===== src/rtl/dmul_sched_if.sv =====
// dmul_sched_if: requester, multiplier and response signals of the dMUL scheduler.
interface dmul_sched_if #(
    parameter int W    = 8,
    parameter int NREQ = 4
);
    localparam int IW = $clog2(NREQ);
    logic [NREQ-1:0]   req_valid;
    logic [NREQ-1:0]   req_ready;
    logic [NREQ*W-1:0] req_a;
    logic [NREQ*W-1:0] req_b;
    logic [W-1:0]      mul_iA;
    logic [W-1:0]      mul_iB;
    logic              mul_loadA;
    logic              mul_loadB;
    logic              mul_oC;
    logic              rsp_valid;
    logic              rsp_ready;
    logic [IW-1:0]     rsp_id;
    logic [W-1:0]      rsp_data;
    modport slave (
        input  req_valid, req_a, req_b, mul_oC, rsp_ready,
        output req_ready, mul_iA, mul_iB, mul_loadA, mul_loadB, rsp_valid, rsp_id, rsp_data
    );
    modport master (
        output req_valid, req_a, req_b, mul_oC, rsp_ready,
        input  req_ready, mul_iA, mul_iB, mul_loadA, mul_loadB, rsp_valid, rsp_id, rsp_data
    );
endinterface


===== src/rtl/dmul_sched.sv =====
// dmul_sched: round-robin scheduler sharing one stochastic multiplier among NREQ requesters.
// Define DMUL_SCHED_ROUND_EN to round the scaled ones count instead of truncating it.
module dmul_sched #(
    parameter int W        = 8,
    parameter int NREQ     = 4,
    parameter int WIN_LOG2 = 16
) (
    input  logic         clk,
    input  logic         rst_n,
    dmul_sched_if.slave  bus,
    output logic         busy
);
    localparam int IW = $clog2(NREQ);
    localparam int SH = WIN_LOG2 - W;
`ifdef DMUL_SCHED_ROUND_EN
    localparam logic [WIN_LOG2:0] RND = (WIN_LOG2+1)'((1 << SH) >> 1);
`else
    localparam logic [WIN_LOG2:0] RND = '0;
`endif

    typedef enum logic [2:0] {IDLE, LOAD_A, LOAD_B, ALIGN, RUN, RESP} state_t;

    state_t              state_q, state_d;
    logic [IW-1:0]       ptr_q, ptr_d, id_q, id_d, gnt_idx, cand;
    logic                gnt_found;
    logic [W-1:0]        b_q, b_d, ia_q, ia_d, ib_q, ib_d, data_q, data_d, sat;
    logic                valid_q, valid_d;
    logic [WIN_LOG2-1:0] phase_q, phase_d;
    logic [WIN_LOG2:0]   ones_q, ones_d, ones_fin, scaled;

    // First valid requester at or after the grant pointer wins
    always_comb begin
        gnt_found = 1'b0;
        gnt_idx   = '0;
        cand      = '0;
        for (int i = 0; i < NREQ; i++) begin
            cand = IW'((int'(ptr_q) + i) % NREQ);
            if (!gnt_found && bus.req_valid[cand]) begin
                gnt_found = 1'b1;
                gnt_idx   = cand;
            end
        end
    end

    always_comb begin
        ones_fin = ones_q + (WIN_LOG2+1)'(bus.mul_oC);
        scaled   = (ones_fin + RND) >> SH;
        sat      = |scaled[WIN_LOG2:W] ? '1 : scaled[W-1:0];
        phase_d  = phase_q + 1'b1;
        state_d  = state_q;
        ptr_d    = ptr_q;
        id_d     = id_q;
        b_d      = b_q;
        ia_d     = ia_q;
        ib_d     = ib_q;
        data_d   = data_q;
        valid_d  = valid_q;
        ones_d   = ones_q;
        case (state_q)
            IDLE: if (gnt_found) begin
                ia_d    = bus.req_a[int'(gnt_idx)*W +: W];
                ib_d    = bus.req_a[int'(gnt_idx)*W +: W];
                b_d     = bus.req_b[int'(gnt_idx)*W +: W];
                id_d    = gnt_idx;
                ptr_d   = (int'(gnt_idx) == NREQ-1) ? '0 : gnt_idx + IW'(1);
                state_d = LOAD_A;
            end
            LOAD_A: begin
                ib_d    = b_q;
                state_d = LOAD_B;
            end
            LOAD_B: state_d = ALIGN;
            ALIGN: if (&phase_q) begin
                ones_d  = '0;
                state_d = RUN;
            end
            RUN: begin
                ones_d = ones_fin;
                if (&phase_q) begin
                    data_d  = sat;
                    valid_d = 1'b1;
                    state_d = RESP;
                end
            end
            RESP: if (bus.rsp_ready) begin
                valid_d = 1'b0;
                state_d = IDLE;
            end
            default: state_d = IDLE;
        endcase
    end

    always_ff @(posedge clk or negedge rst_n) begin
        if (!rst_n) begin
            state_q <= IDLE;
            ptr_q   <= '0;
            id_q    <= '0;
            b_q     <= '0;
            ia_q    <= '0;
            ib_q    <= '0;
            data_q  <= '0;
            valid_q <= 1'b0;
            phase_q <= '0;
            ones_q  <= '0;
        end else begin
            state_q <= state_d;
            ptr_q   <= ptr_d;
            id_q    <= id_d;
            b_q     <= b_d;
            ia_q    <= ia_d;
            ib_q    <= ib_d;
            data_q  <= data_d;
            valid_q <= valid_d;
            phase_q <= phase_d;
            ones_q  <= ones_d;
        end
    end

    // Grant is combinational, so it is also masked while reset is held
    assign bus.req_ready = (rst_n && state_q == IDLE && gnt_found) ? NREQ'(1) << gnt_idx : '0;
    assign bus.mul_iA    = ia_q;
    assign bus.mul_iB    = ib_q;
    assign bus.mul_loadA = state_q == LOAD_A;
    assign bus.mul_loadB = state_q == LOAD_B;
    assign bus.rsp_valid = valid_q;
    assign bus.rsp_id    = id_q;
    assign bus.rsp_data  = data_q;
    assign busy          = state_q != IDLE;
endmodule

===== src/flat_wrapper.sv =====
// flat-port wrapper written by rule: the top's interface ports become plain ports
module dmul_sched_flat 
#(
    parameter int W        = 8,
    parameter int NREQ     = 4,
    parameter int WIN_LOG2 = 16
)
  (clk, rst_n, busy, bus_req_valid, bus_req_a, bus_req_b, bus_mul_oC, bus_rsp_ready, bus_req_ready, bus_mul_iA, bus_mul_iB, bus_mul_loadA, bus_mul_loadB, bus_rsp_valid, bus_rsp_id, bus_rsp_data);
  dmul_sched_if #(.W(W), .NREQ(NREQ)) bus_i ();
  input  logic clk;
  input  logic rst_n;
  output logic busy;
  input wire logic [$bits(bus_i.req_valid)-1:0] bus_req_valid;
  input wire logic [$bits(bus_i.req_a)-1:0] bus_req_a;
  input wire logic [$bits(bus_i.req_b)-1:0] bus_req_b;
  input wire logic [$bits(bus_i.mul_oC)-1:0] bus_mul_oC;
  input wire logic [$bits(bus_i.rsp_ready)-1:0] bus_rsp_ready;
  output wire logic [$bits(bus_i.req_ready)-1:0] bus_req_ready;
  output wire logic [$bits(bus_i.mul_iA)-1:0] bus_mul_iA;
  output wire logic [$bits(bus_i.mul_iB)-1:0] bus_mul_iB;
  output wire logic [$bits(bus_i.mul_loadA)-1:0] bus_mul_loadA;
  output wire logic [$bits(bus_i.mul_loadB)-1:0] bus_mul_loadB;
  output wire logic [$bits(bus_i.rsp_valid)-1:0] bus_rsp_valid;
  output wire logic [$bits(bus_i.rsp_id)-1:0] bus_rsp_id;
  output wire logic [$bits(bus_i.rsp_data)-1:0] bus_rsp_data;
  assign bus_i.req_valid = bus_req_valid;
  assign bus_i.req_a = bus_req_a;
  assign bus_i.req_b = bus_req_b;
  assign bus_i.mul_oC = bus_mul_oC;
  assign bus_i.rsp_ready = bus_rsp_ready;
  assign bus_req_ready = bus_i.req_ready;
  assign bus_mul_iA = bus_i.mul_iA;
  assign bus_mul_iB = bus_i.mul_iB;
  assign bus_mul_loadA = bus_i.mul_loadA;
  assign bus_mul_loadB = bus_i.mul_loadB;
  assign bus_rsp_valid = bus_i.rsp_valid;
  assign bus_rsp_id = bus_i.rsp_id;
  assign bus_rsp_data = bus_i.rsp_data;
  dmul_sched #(.W(W), .NREQ(NREQ), .WIN_LOG2(WIN_LOG2)) u_core (.clk(clk), .rst_n(rst_n), .bus(bus_i), .busy(busy));
endmodule

===== config.mk =====
export PLATFORM = sky130hd
export DESIGN_NAME = dmul_sched_flat
export DESIGN_NICKNAME = d
export VERILOG_FILES = /design/src/rtl/dmul_sched_if.sv /design/src/rtl/dmul_sched.sv /design/src/flat_wrapper.sv
export SDC_FILE = /design/constraint.sdc
export NUM_CORES = 1
export LEC_CHECK = 0
export BUFFER_PORTS_ARGS = -buffer_cell sky130_fd_sc_hd__buf_2
export CAP_MARGIN = 20
export CORE_MARGIN = 1.5
export CORE_UTILIZATION = 46
export DETAILED_ROUTE_END_ITERATION = 16
export PLACE_DENSITY_LB_ADDON = 0.15
export SLEW_MARGIN = 15
export SYNTH_ARGS = -nofsm -noshare
export SYNTH_HDL_FRONTEND = slang
export SYNTH_SLANG_ARGS = --single-unit

===== constraint.sdc =====
create_clock -name clk -period 6.4 [get_ports clk]
set_input_delay 1.92 -clock clk [delete_from_list [all_inputs] [get_ports clk]]
set_output_delay 1.92 -clock clk [all_outputs]
set_load 0.03 [all_outputs]

Yosys cells after proc, flatten, opt, wreduce, memory -nomap -nowiden
Cells that the tools add are included.
{ "op_classes": {"magnitude_cmp": 4, "shift": 3, "multipliers": 0, "addsub": 6, "n_mux": 31, "div": 0, "n_reduce_logical": 20, "n_eq_ne": 10, "n_bitwise": 0} }
{ "op_table": {"columns": ["cell", "count"], "rows": [
  ["32-bit by 6-bit variable part select with 8-bit output", 2],
  ["17-bit case mux with 2 select lines", 1],
  ["3-bit case mux with 6 select lines", 1],
  ["17-bit by 1-bit adder with 17-bit output", 1],
  ["17-bit two-way mux", 1],
  ["17-bit AND reduction", 1],
  ["16-bit by 1-bit adder with 16-bit output, second input constant", 1],
  ["8-bit two-way mux", 2],
  ["8-bit case mux with 2 select lines", 1],
  ["16-bit AND reduction", 1],
  ["2-bit by 3-bit less-than comparator with 1-bit output, second input constant", 4],
  ["3-bit two-way mux", 4],
  ["1-bit two-way mux", 10],
  ["2-bit two-way mux", 5],
  ["1-bit binary-select mux with 2-bit select", 4],
  ["3-bit by 2-bit equality test with 1-bit output, second input constant", 2],
  ["3-bit equality test, second input constant", 2],
  ["2-bit by 1-bit inequality test with 1-bit output, second input constant", 3],
  ["2-bit AND reduction", 3],
  ["2-bit nonzero test", 3],
  ["1-bit logical AND", 5],
  ["2-bit by 1-bit adder with 2-bit output, second input constant", 2],
  ["2-bit adder, second input constant", 2],
  ["4-bit two-way mux", 1],
  ["other kinds (10)", 12]
]} }
{ "totals": {"elab_cells": 84, "latch_bits": 0, "register_bits": 73, "memories": 0, "mem_bits_rw": 0, "inputBits": 72, "rom_bits": 0, "out_inout_bits": 34} }

Longest topological paths before layout
Gate-level depths: netlist of run 1.
{ "logic_depth": {"depth_word": 15, "depth_mapped": 7, "ltp_nobuf": 7} }

Worst setup path before layout of run 1
OpenSTA, ideal clock, no wires.
{ "synth_path": {"kind": "input port to output port", "from": "input port bus_req_valid[0]", "to": "output port bus_req_ready[1]", "slack_ns": 1.142, "cell_stages": 6, "arrival_ns": 3.338, "t_required_ns": 4.480, "path_buffers": 1, "path_cell_list": "nor2b_4 -> or4_1 -> clkbuf_1 -> nand2_1 -> nand3_1 -> nor2_1"} }
{ "synth_via": {"elab_chain_cells": 14, "elab_cells_between_ends": 25, "cone_classes": "shift (1); mux (17); reduce/logical (7)"} }
{ "synth_rtl": {"columns": ["item", "line_no", "rtl"], "rows": [
  ["start, declared", "flat_wrapper.sv:13", "input wire logic [$bits(bus_i.req_valid)-1:0] bus_req_valid;"],
  ["1-bit binary-select mux with 2-bit select", "dmul_sched.sv:38", "if (!gnt_found && bus.req_valid[cand]) begin"],
  ["1-bit two-way mux (implied by the code)", "dmul_sched.sv:38", null],
  ["1-bit two-way mux", "dmul_sched.sv:38", null],
  ["1-bit logical NOT", "dmul_sched.sv:38", null],
  ["1-bit logical AND", "dmul_sched.sv:38", null],
  ["1-bit two-way mux", "dmul_sched.sv:38", null],
  ["1-bit logical NOT", "dmul_sched.sv:38", null],
  ["1-bit logical AND", "dmul_sched.sv:38", null],
  ["1-bit two-way mux", "dmul_sched.sv:38", null],
  ["1-bit logical NOT", "dmul_sched.sv:38", null],
  ["1-bit logical AND", "dmul_sched.sv:38", null],
  ["2-bit two-way mux / 1-bit two-way mux (equally long branches)", "dmul_sched.sv:38", null],
  ["1-bit by 2-bit left shift with 4-bit output / 1-bit logical AND (equally long branches)", "dmul_sched.sv:120", "assign bus.req_ready = (rst_n && state_q == IDLE && gnt_found) ? NREQ'(1) << gnt_idx : '0;"],
  ["4-bit two-way mux *", "dmul_sched.sv:120", null],
  ["end, declared", "flat_wrapper.sv:18", "output wire logic [$bits(bus_i.req_ready)-1:0] bus_req_ready;"]
]} }
Every way passes the cells marked *; elsewhere a longest branch is shown, timed or not. The select of a mux whose other input is x is not followed.

Final worst setup path of run 1
{ "layout_path": {"from": "input port bus_req_valid[0]", "to": "output port bus_req_ready[3]"} }
Same word-level chain as after synthesis.

==> reports/qor_table.md, run 1 <==
| Metric | Reported | Unit |
|:---|:---|:---|
| Run status | complete, no violations | - |
| R2R depth | 5 | - |
| Average size of a mapped cell | 9.74 | sq um |
| Combined area of the multi-input logic cells | 2000 | sq um |
| Commonest cells after routing, fill and taps aside | buf_2, dfrtp_1, nand2_1 | - |
| Hold buffer count at CTS | 0 | - |
| Per-cell via count in the routed design | 5.56 | - |
| Wire length per cell after detailed routing | 15.7 | microns |
| Clock slew seen by the registers of the worst setup and hold paths | 70 | ps |
| DRC violation count after routing | 0 | - |
| Drt initial violations | 118 | - |
| CP Data Required Time | 4480 | ps |
| GR Overflow Total | 0 | - |
| Net count, final | 579 | - |
| Count of maximum capacitance violations | 0 | - |
| Num rows | 33 | - |
| Total leakage power | 0.00236 | uW |
| Number of different library cells in the post-synthesis netlist | 52 | - |
| Layout cell share with drive strength beyond 1 | 26.4 | % |
| Number of flops mapped to enable cells by yosys | 0 | - |
| Fillers | 757 | - |
| Syn_nets | 481 | - |
| Detailed placement HPWL | 6990 | microns |
| Post-route non-filler standard cell count | 613 | - |
| FMAX | 187 | MHz |
| Placed instance count | 598 | - |
| Hold violation count in the final report | 0 | - |
| Die boundary height | 95.7 | microns |
| Biggest area consumer among synthesized cells | dfrtp_1 | - |
| Total Wirelength | 9610 | microns |
| Pre-CTS setup slack | 1060 | ps |
| Unrepaired setup endpoints after global routing | false | - |
| P&R area growth vs syn | 21.5 | % |
| Classification of the worst-slack hold path | register to register | - |
| Parity-gate share of the synthesized area counting xor and xnor cells | 5.76 | % |
| Synthesized cell area | 3950 | sq um |
| Main combinational cell family by area after synthesis | simple AND/OR/NAND/NOR gates | - |
| Share of the clock period used by the worst path after layout | 83.6 | % |
| Final Setup Violations | 0 | - |
| Worst-Skew Late Latency | 350 | ps |
| Antenna-violating nets left | 0 | - |
| Worst-case clock skew | 11.0 | ps |
| Worst-path maximum fanout | 9 | - |
| Share of Yosys cell area claimed by the top area cell type | 46.2 | % |
| Wire length of the first global-routing pass | 15,300 | microns |
| Vias | 3,409 | - |
| Width of the chip | 95.7 | microns |
| Number of pins with negative max-slew slack in the final report | 0 | - |
| Count of mapped cells out of synthesis | 406 | - |
| Leading cell type in the layout, fill and taps excluded | buf_2 | - |
| Simple logic cell fraction of the synthesized area | 21.9 | % |
| Vias in the first global route | 3,334 | - |
| Die footprint | 9160 | sq um |
| Antenna violations before repair | 0 | - |
| Number of stages on the worst hold path | 1 | - |
| Multiplexer share of the synthesized area | 6.08 | % |
| Switching share of total power | 33.0 | % |
| Warnings, synthesis | 0 | - |
| Clock network power share | 32.0 | % |
| Switching power | 525 | uW |
| Sink count of the clock tree | 73 | - |
| Crit path setup slack, layout | 1050 | ps |
| Post-route setup TNS | 0 | ps |
| Compound-Gate Fraction of Synth Area | 15.8 | % |
| Number of flip-flops and latches in the synthesized netlist | 73 | - |
| Count of input and output buffers | 105 | - |
| Post-Synth Adder-Cell Area | 0.950 | % |
| DRT Pass-1 Iters | 4 | - |
| Final estimated routing congestion in global placement | 0.867 | - |
| Worst Path Arrival | 3430 | ps |
| Power density over cell area | 331 | nW/um^2 |
| Longest Clk Path Bufs | 2 | - |
| Crit path kind | primary input to output port | - |
| Area inside the core boundary | 8260 | sq um |
| Number of post-CTS setup repair buffers | 0 | - |
| Number of I/O pins | 106 | - |
| Int Pwr | 1070 | uW |
| Worst vdd rail ir drop | 0.137 | mV |
| Final min period | 5350 | ps |
| Gates resized, CTS repair | 0 | - |
| Proportion of register bits with asynchronous set or reset after synthesis | 100 | % |
| Category of the worst setup path capture point | output port | - |
| H-tree depth | 3 | - |
| Sequential cell area fraction in the yosys report | 46.2 | % |
| Relative max-transition margin | 38.0 | % |
| CTS tree | built | - |
| Sequential cell area | 1830 | sq um |
| Number of diodes added for antenna fixing | 0 | - |
| Root cell of the clock tree | clkbuf_8 | - |
| Initial core utilization | 47.9 | % |
| Number of buffers inserted during clock tree synthesis | 9 | - |
| Total GRT Usage | 21.6 | % |
| Part of the total power dissipated in sequential elements | 37.6 | % |
| Actual slew at the worst max-slew pin | 931 | ps |
| Most used flip-flop cell after synthesis | dfrtp_1 | - |
| Kind of start point of the critical path | primary input | - |
| Cell types with the largest area share after synthesis | dfrtp_1, mux2i_1, nand2_1 | - |
| Maximum number of pins on one net before global-route repair | 74 | - |
| Flop-to-flop setup slack | 4080 | ps |
| Proportion of power drawn by combinational gates | 30.4 | % |
[power groups by stage]
| stage | clock (uW) | combinational (uW) | sequential (uW) |
|---|---|---|---|
| after floorplan | 0 | 269 | 695 |
| after global placement | 0 | 480 | 606 |
| after detailed placement | 0 | 488 | 608 |
| after CTS | 518 | 488 | 598 |
| after global routing | 535 | 531 | 609 |
| final | 510 | 485 | 598 |
[Yosys cell counts (8+ instances only)]
| master | instances |
|---|---|
| a211o_1 | 10 |
| a21oi_1 | 19 |
| and3_1 | 13 |
| clkbuf_1 | 12 |
| dfrtp_1 | 73 |
| mux2i_1 | 24 |
| nand2_1 | 45 |
| nand3_1 | 19 |
| nand4_1 | 9 |
| nor2_1 | 32 |
| nor3_1 | 8 |
| o211ai_1 | 17 |
| o21ai_1 | 11 |
| o221ai_1 | 8 |
| xnor2_1 | 15 |
| xor2_1 | 11 |
[routing by layer]
| metal | vias to the layer above | global-route usage, % | share of wire [%] |
|---|---|---|---|
| met1 | 1620 | 26.1 | 43 |
| met2 | 105 | 37.9 | 48 |
| li1 | 1672 | - | - |
| met4 | 0 | 6.86 | 1.6 |
| met5 | - | 0 | 0 |
| met3 | 12 | 5.21 | 7.0 |
[final timing paths]
kind                                     from                    to
setup / recovery             bus_req_valid[0]      bus_req_ready[3]
hold / removal             u_core.phase_q[13]    u_core.phase_q[13]
setup reg to reg              u_core.ptr_q[1]         u_core.b_q[4]
hold reg to reg            u_core.phase_q[13]    u_core.phase_q[13]
max in group asynchronous               rst_n       u_core.ptr_q[0]
min in group asynchronous               rst_n  u_core.bus.mul_iB[3]
[layout make-up]
class / count / area share [%]
inverters: 8 / 0.625
repair buffers: 107 / 11.3
clock inverters: 6 / 3.23
multi-input cells: 305 / 41.5
flip-flops and latches: 73 / 38.0
well taps: 105 / 2.74
clock buffers: 9 / 2.58
[sequential cells by signal (all words and copies together) (netlist names)]
signal / count
u_core.ptr_q: 2
u_core.bus.rsp_id: 2
u_core.ones_q: 17
u_core.bus.rsp_valid: 1
u_core.bus.mul_iB: 8
u_core.phase_q: 16
u_core.state_q: 3
u_core.bus.rsp_data: 8
u_core.bus.mul_iA: 8
u_core.b_q: 8
[stage by stage]
| stage | total power [uW] | util (%) | hold slack [ps] | cell area, sq um |
|---|---|---|---|---|
| global route | 1670 | 58.2 | 491 | 4800 |
| floorplan | 964 | - | 422 | 3950 |
| finish | 1590 | 58.2 | 469 | 4800 |
| global placement | 1090 | 54.8 | 436 | 4520 |
| CTS | 1600 | 58.2 | 470 | 4800 |
| detailed placement | 1100 | 54.8 | 454 | 4520 |
[critical path, stage by stage]
cell and delay [ps]:
buf_2 120, nor2b_4 140, or4_1 660, nand2_1 180, nand3_1 110, nor2_1 100
buf_2 200
[logic make-up (layout without fill, tap and decap cells)]
| group | count (synthesis) | in the layout |
|---|---|---|
| AO/OA/AOI/OAI | 91 | 91 |
| adder cells (fa/ha/maj) | 3 | 3 |
| flip-flops | 73 | 73 |
| buffers and inverters | 28 | 130 |
| XOR/XNOR | 26 | 26 |
| multiplexers | 24 | 24 |
| AND/OR/NAND/NOR | 161 | 161 |
(Power assumes the default switching activity.)
==> inputs of run 2 (changes only) <==
==> constraint.sdc (replaced) <==
create_clock -name clk -period 4.35 [get_ports clk]
set_input_delay 1.305 -clock clk [delete_from_list [all_inputs] [get_ports clk]]
set_output_delay 1.305 -clock clk [all_outputs]
set_load 0.03 [all_outputs]
==> run 2 against run 1 <==
Worst setup slack got worse by 650 ps; combinational power increased by 49%; sequential cell count unchanged; first-iteration DRC count decreased by 27%; global-route usage decreased by 0.36 points.
==> reports/qor_table.md, run 2 (synthesis gave the netlist of run 1 again) <==
| Metric | Reported | Unit |
|:---|:---|:---|
| Antenna violations before repair | 0 | - |
| Number of I/O pins | 106 | - |
| Kind of start point of the critical path | primary input | - |
| Hold violation count in the final report | 0 | - |
| Crit path top cell by count | buf_2 | - |
| Root cell of the clock tree | clkbuf_8 | - |
| Vias in the first global route | 3,259 | - |
| DRT Pass-1 Iters | 4 | - |
| Total GRT Usage | 21.3 | % |
| Number of stages on the worst hold path | 1 | - |
| Die footprint | 9160 | sq um |
| Post-route setup TNS | 0 | ps |
| GR Overflow Total | 0 | - |
| Worst-path maximum fanout | 4 | - |
| Final min period | 3950 | ps |
| Crit path launch | bus_req_valid[0] | - |
| Slowest cell on the critical path | or4_1 | - |
| Sequence of cells on the critical path | buf_2 > nor2b_4 > or4_1 > nand2_1 > nand3_1 > nor2_1 > buf_2 | - |
| FMAX | 253 | MHz |
| Flip-flop count of the largest register, all copies and words added | 17 | - |
| Total Wirelength | 9440 | microns |
| Reg-to-Reg End | u_core.b_q[4] | - |
| Detailed placement HPWL | 6990 | microns |
| Initial core utilization | 47.9 | % |
| Num rows | 33 | - |
| Antenna-violating nets left | 0 | - |
| Vias | 3,423 | - |
| Count of maximum capacitance violations | 0 | - |
| Share of the clock period used by the worst path after layout | 90.8 | % |
| Hold buffer count at CTS | 0 | - |
| Worst-case clock skew | 9.38 | ps |
| Commonest cells after routing, fill and taps aside | buf_2, dfrtp_1, nand2_1 | - |
| Width of the chip | 95.7 | microns |
| R2R depth | 5 | - |
| Number of diodes added for antenna fixing | 0 | - |
| DRC violation count after routing | 0 | - |
| Worst vdd rail ir drop | 0.170 | mV |
| Leading cell type in the layout, fill and taps excluded | buf_2 | - |
| Largest incremental delay on the critical path | 520 | ps |
| Share of the core filled with cells | 57.3 | % |
| Maximum number of pins on one net before global-route repair | 74 | - |
| Worst-Skew Late Latency | 340 | ps |
| Final estimated routing congestion in global placement | 0.854 | - |
| Final Setup Violations | 0 | - |
| Actual slew at the worst max-slew pin | 903 | ps |
| Wire length of the first global-routing pass | 14,900 | microns |
| Register with the most flip-flops | u_core.ones_q | - |
| H-tree depth | 3 | - |
| Layout cell share with drive strength beyond 1 | 26.0 | % |
| P&R area growth vs syn | 19.8 | % |
| Classification of the worst-slack hold path | register to register | - |
| Flop-to-flop setup slack | 2010 | ps |
| Worst Path Arrival | 2650 | ps |
| Net count, final | 582 | - |
| Unrepaired setup endpoints after global routing | false | - |
| Number of pins with negative max-slew slack in the final report | 0 | - |
| Drt initial violations | 86 | - |
| Gates resized, CTS repair | 0 | - |
| Number of post-CTS setup repair buffers | 0 | - |
| Sink count of the clock tree | 73 | - |
| Largest registers in the final layout | u_core.ones_q x17, u_core.phase_q x16 | - |
| CTS tree | built | - |
| R2R Path Start | u_core.ptr_q[1] | - |
| Relative max-transition margin | 39.8 | % |
| Number of buffers inserted during clock tree synthesis | 9 | - |
| End point of the critical path | bus_req_ready[1] | - |
| Die boundary height | 95.7 | microns |
| Area inside the core boundary | 8260 | sq um |
| Longest Clk Path Bufs | 2 | - |
| Wire length per cell after detailed routing | 15.3 | microns |
| Count of input and output buffers | 105 | - |
| Category of the worst setup path capture point | output port | - |
| Crit path kind | primary input to output port | - |
| Total leakage power | 0.00233 | uW |
| Final hold slack | 472 | ps |
| Clock slew seen by the registers of the worst setup and hold paths | 70 | ps |
| CP Data Required Time | 3040 | ps |
| Power density over cell area | 447 | nW/um^2 |
| Per-cell via count in the routed design | 5.56 | - |
| Run status | complete, no violations | - |
[run 2: critical path: cells and delay by family]
family | cells | cell delay (ps)
AND/OR/NAND/NOR | 5 | 1010
buffers and inverters | 2 | 320
[run 2: stage by stage]
| step | area [sq um] | total power, uW | setup WS (ps) | std cells |
|---|---|---|---|---|
| after global routing | 4730 | 2240 | 318 | 616 |
| after CTS | 4730 | 2140 | 394 | 616 |
| after detailed placement | 4550 | 1620 | 398 | 601 |
| after global placement | 4550 | 1610 | 448 | 601 |
| final | 4730 | 2110 | 400 | 616 |
| after floorplan | 3950 | 1420 | 322 | 406 |
[run 2: where the power goes]
part / internal, uW / leakage (uW) / switching [uW]
Combinational: 286 / 0.00132 / 436
Clock: 280 / 0.0000937 / 233
Sequential: 800 / 0.000917 / 80.8
Total: 1370 / 0.00233 / 750
[run 2: worst min path at each step]
| stage | from | endpoint |
|---|---|---|
| final | u_core.phase_q[0] | u_core.phase_q[0] |
| after global routing | u_core.phase_q[0] | u_core.phase_q[0] |
| after CTS | u_core.phase_q[13] | u_core.phase_q[13] |
| after detailed placement | u_core.phase_q[13] | u_core.phase_q[13] |
| after global placement | u_core.phase_q[0] | u_core.phase_q[0] |
| after floorplan | u_core.phase_q[0] | u_core.phase_q[0] |
[run 2: routing by layer]
layer	wire length (microns)	vias to the layer above	GRT usage, %	part of all wire, %
met5	0	-	0	0
met3	561	17	3.40	5.9
met4	197	0	9.80	2.1
li1	-	1681	-	-
met1	4080	1616	25.9	43
met2	4610	109	36.9	49
[run 2: layout make-up]
| class | count | area [sq um] |
|---|---|---|
| fillers | 776 | 3520 |
| clock buffers | 13 | 149 |
| inverters | 8 | 30.0 |
| flip-flops and latches | 73 | 1830 |
| well taps | 105 | 131 |
| clock inverters | 2 | 38.8 |
| multi-input cells | 305 | 2000 |
| repair buffers | 110 | 563 |
==> inputs of run 3 (changes only) <==
==> constraint.sdc (replaced) <==
create_clock -name clk -period 3.4 [get_ports clk]
set_input_delay 1.02 -clock clk [delete_from_list [all_inputs] [get_ports clk]]
set_output_delay 1.02 -clock clk [all_outputs]
set_load 0.03 [all_outputs]
==> run 3 against run 2 <==
Power grew 35%; die area is the same; critical path depth is the same; combinational power grew 33%; global-route usage grew 0.50 points; cell area grew 2.5%; core utilization grew 1.5 points; sequential share of layout area shrank 0.95 points; largest power group unchanged.
==> reports/qor_table.md, run 3 (synthesis gave the netlist of run 1 again) <==
| Metric | Reported | Unit |
|:---|:---|:---|
| CTS tree | built | - |
| Flip-flop count of the largest register, all copies and words added | 17 | - |
| Crit path kind | primary input to output port | - |
| Classification of the worst-slack hold path | register to register | - |
| Power density over cell area | 590 | nW/um^2 |
| Number of buffers inserted during clock tree synthesis | 9 | - |
| Count of input and output buffers | 105 | - |
| Total Wirelength | 9690 | microns |
| Number of pins with negative max-slew slack in the final report | 0 | - |
| Flop-to-flop setup slack | 1270 | ps |
| Fillers | 752 | - |
| Worst vdd rail ir drop | 0.301 | mV |
| Drt initial violations | 161 | - |
| End point of the critical path | bus_req_ready[1] | - |
| Num rows | 33 | - |
| Final min period | 3310 | ps |
| Detailed placement HPWL | 7000 | microns |
| Kind of start point of the critical path | primary input | - |
| Largest registers in the final layout | u_core.ones_q x17, u_core.phase_q x16 | - |
| Wire length per cell after detailed routing | 15.5 | microns |
| Gates resized, CTS repair | 0 | - |
| Category of the worst setup path capture point | output port | - |
| Number of post-CTS setup repair buffers | 0 | - |
| Width of the chip | 95.7 | microns |
| Worst-path maximum fanout | 4 | - |
| Count of maximum capacitance violations | 0 | - |
| GR Overflow Total | 0 | - |
| Actual slew at the worst max-slew pin | 925 | ps |
| Hold buffer count at CTS | 0 | - |
| Layout cell share with drive strength beyond 1 | 28.4 | % |
| Run status | complete, no violations | - |
| Final estimated routing congestion in global placement | 0.871 | - |
| Net count, final | 591 | - |
| Initial core utilization | 47.9 | % |
| Total leakage power | 0.00240 | uW |
| Final Setup Violations | 0 | - |
| Hold violation count in the final report | 0 | - |
| H-tree depth | 3 | - |
| DRT Pass-1 Iters | 4 | - |
| Clock slew seen by the registers of the worst setup and hold paths | 70 | ps |
| Total GRT Usage | 21.8 | % |
| Grt met2 use | 36.7 | % |
| Sink count of the clock tree | 73 | - |
| Number of I/O pins | 106 | - |
| P&R area growth vs syn | 22.8 | % |
| Die boundary height | 95.7 | microns |
| R2R Path Start | u_core.state_q[0] | - |
| Pre-CTS setup slack | 26.3 | ps |
| Share of the core filled with cells | 58.8 | % |
| Register with the most flip-flops | u_core.ones_q | - |
| Die footprint | 9160 | sq um |
| Worst Path Arrival | 2290 | ps |
| Worst-case clock skew | 12.3 | ps |
| Commonest cells after routing, fill and taps aside | buf_2, dfrtp_1, nand2_1 | - |
| Root cell of the clock tree | clkbuf_8 | - |
| Unrepaired setup endpoints after global routing | false | - |
| Vias in the first global route | 3,298 | - |
| Global routing usage on met1 | 28.1 | % |
| Maximum number of pins on one net before global-route repair | 74 | - |
| DRC violation count after routing | 0 | - |
| Layer with the highest usage after global routing | met2 | - |
| Crit path setup slack, layout | 86.7 | ps |
| Combined area of the multi-input logic cells | 2000 | sq um |
| Relative max-transition margin | 38.3 | % |
| FMAX | 302 | MHz |
| CP Data Required Time | 2380 | ps |
| Leading cell type in the layout, fill and taps excluded | buf_2 | - |
| Area inside the core boundary | 8260 | sq um |
| Global routing usage on met3 | 3.24 | % |
| Crit path launch | bus_req_valid[0] | - |
| Sequential cell area | 1830 | sq um |
| Antenna violations before repair | 0 | - |
| Wire length of the first global-routing pass | 15,300 | microns |
| Reg-to-Reg End | u_core.bus.rsp_data[5] | - |
| Antenna-violating nets left | 0 | - |
| Number of diodes added for antenna fixing | 0 | - |
| Vias | 3,467 | - |
| Worst-Skew Late Latency | 350 | ps |
| R2R depth | 4 | - |
| Longest Clk Path Bufs | 2 | - |
| Share of the clock period used by the worst path after layout | 97.5 | % |
| Per-cell via count in the routed design | 5.54 | - |
[run 3: cell types whose count changed in the layout (fill, tap and decap cells not counted), moves of 2 or more]
cell      delta
buf_4        +9
buf_2        -2
clkbuf_1     -3
clkbuf_4     +2
clkinv_2     +2
[run 3: worst min-delay path by stage]
stage                    endpoint                from  slack (ps)  depth (start not counted)
4_1_cts         u_core.phase_q[0]   u_core.phase_q[0]         450                          1
3_3_place_gp    u_core.phase_q[0]   u_core.phase_q[0]         440                          1
6_report        u_core.phase_q[0]   u_core.phase_q[0]         450                          1
2_1_floorplan   u_core.phase_q[0]   u_core.phase_q[0]         420                          1
3_5_place_dp    u_core.phase_q[0]   u_core.phase_q[0]         440                          1
5_1_grt        u_core.phase_q[13]  u_core.phase_q[13]         480                          1
[run 3: critical path: stages]
cell	delay, ps
buf_2	120
nor2b_4	140
or4_4	520
nand2_2	100
nand3_1	100
nor2_1	100
clkbuf_4	190
[run 3: layout make-up]
cell class	count	share of cell area, %
repair buffers	119	13.1
inverters	8	0.619
clock buffers	11	3.12
multi-input cells	305	41.2
well taps	105	2.71
clock inverters	5	1.60
flip-flops and latches	73	37.6
[run 3: per-stage QoR]
stage,setup TNS (ps),instances,area [sq um],power [uW],hold slack [ps]
6_report,0,626,4850,2870,452
3_5_place_dp,0,610,4610,2100,444
4_1_cts,0,626,4840,2870,454
5_1_grt,0,626,4850,3010,476
2_1_floorplan,-203,406,3950,1810,422
3_3_place_gp,0,610,4610,2080,436
[run 3: power by group]
group          switching (uW)  internal [uW]
clock                     324            451
sequential                108           1020
combinational             571            389
total                    1000           1860
[run 3: metal layers]
| layer | part of all wire [%] | wire [microns] |
|---|---|---|
| met3 | 6.3 | 608 |
| met5 | 0 | 0 |
| met4 | 0.98 | 95 |
| met1 | 44 | 4310 |
| met2 | 48 | 4680 |
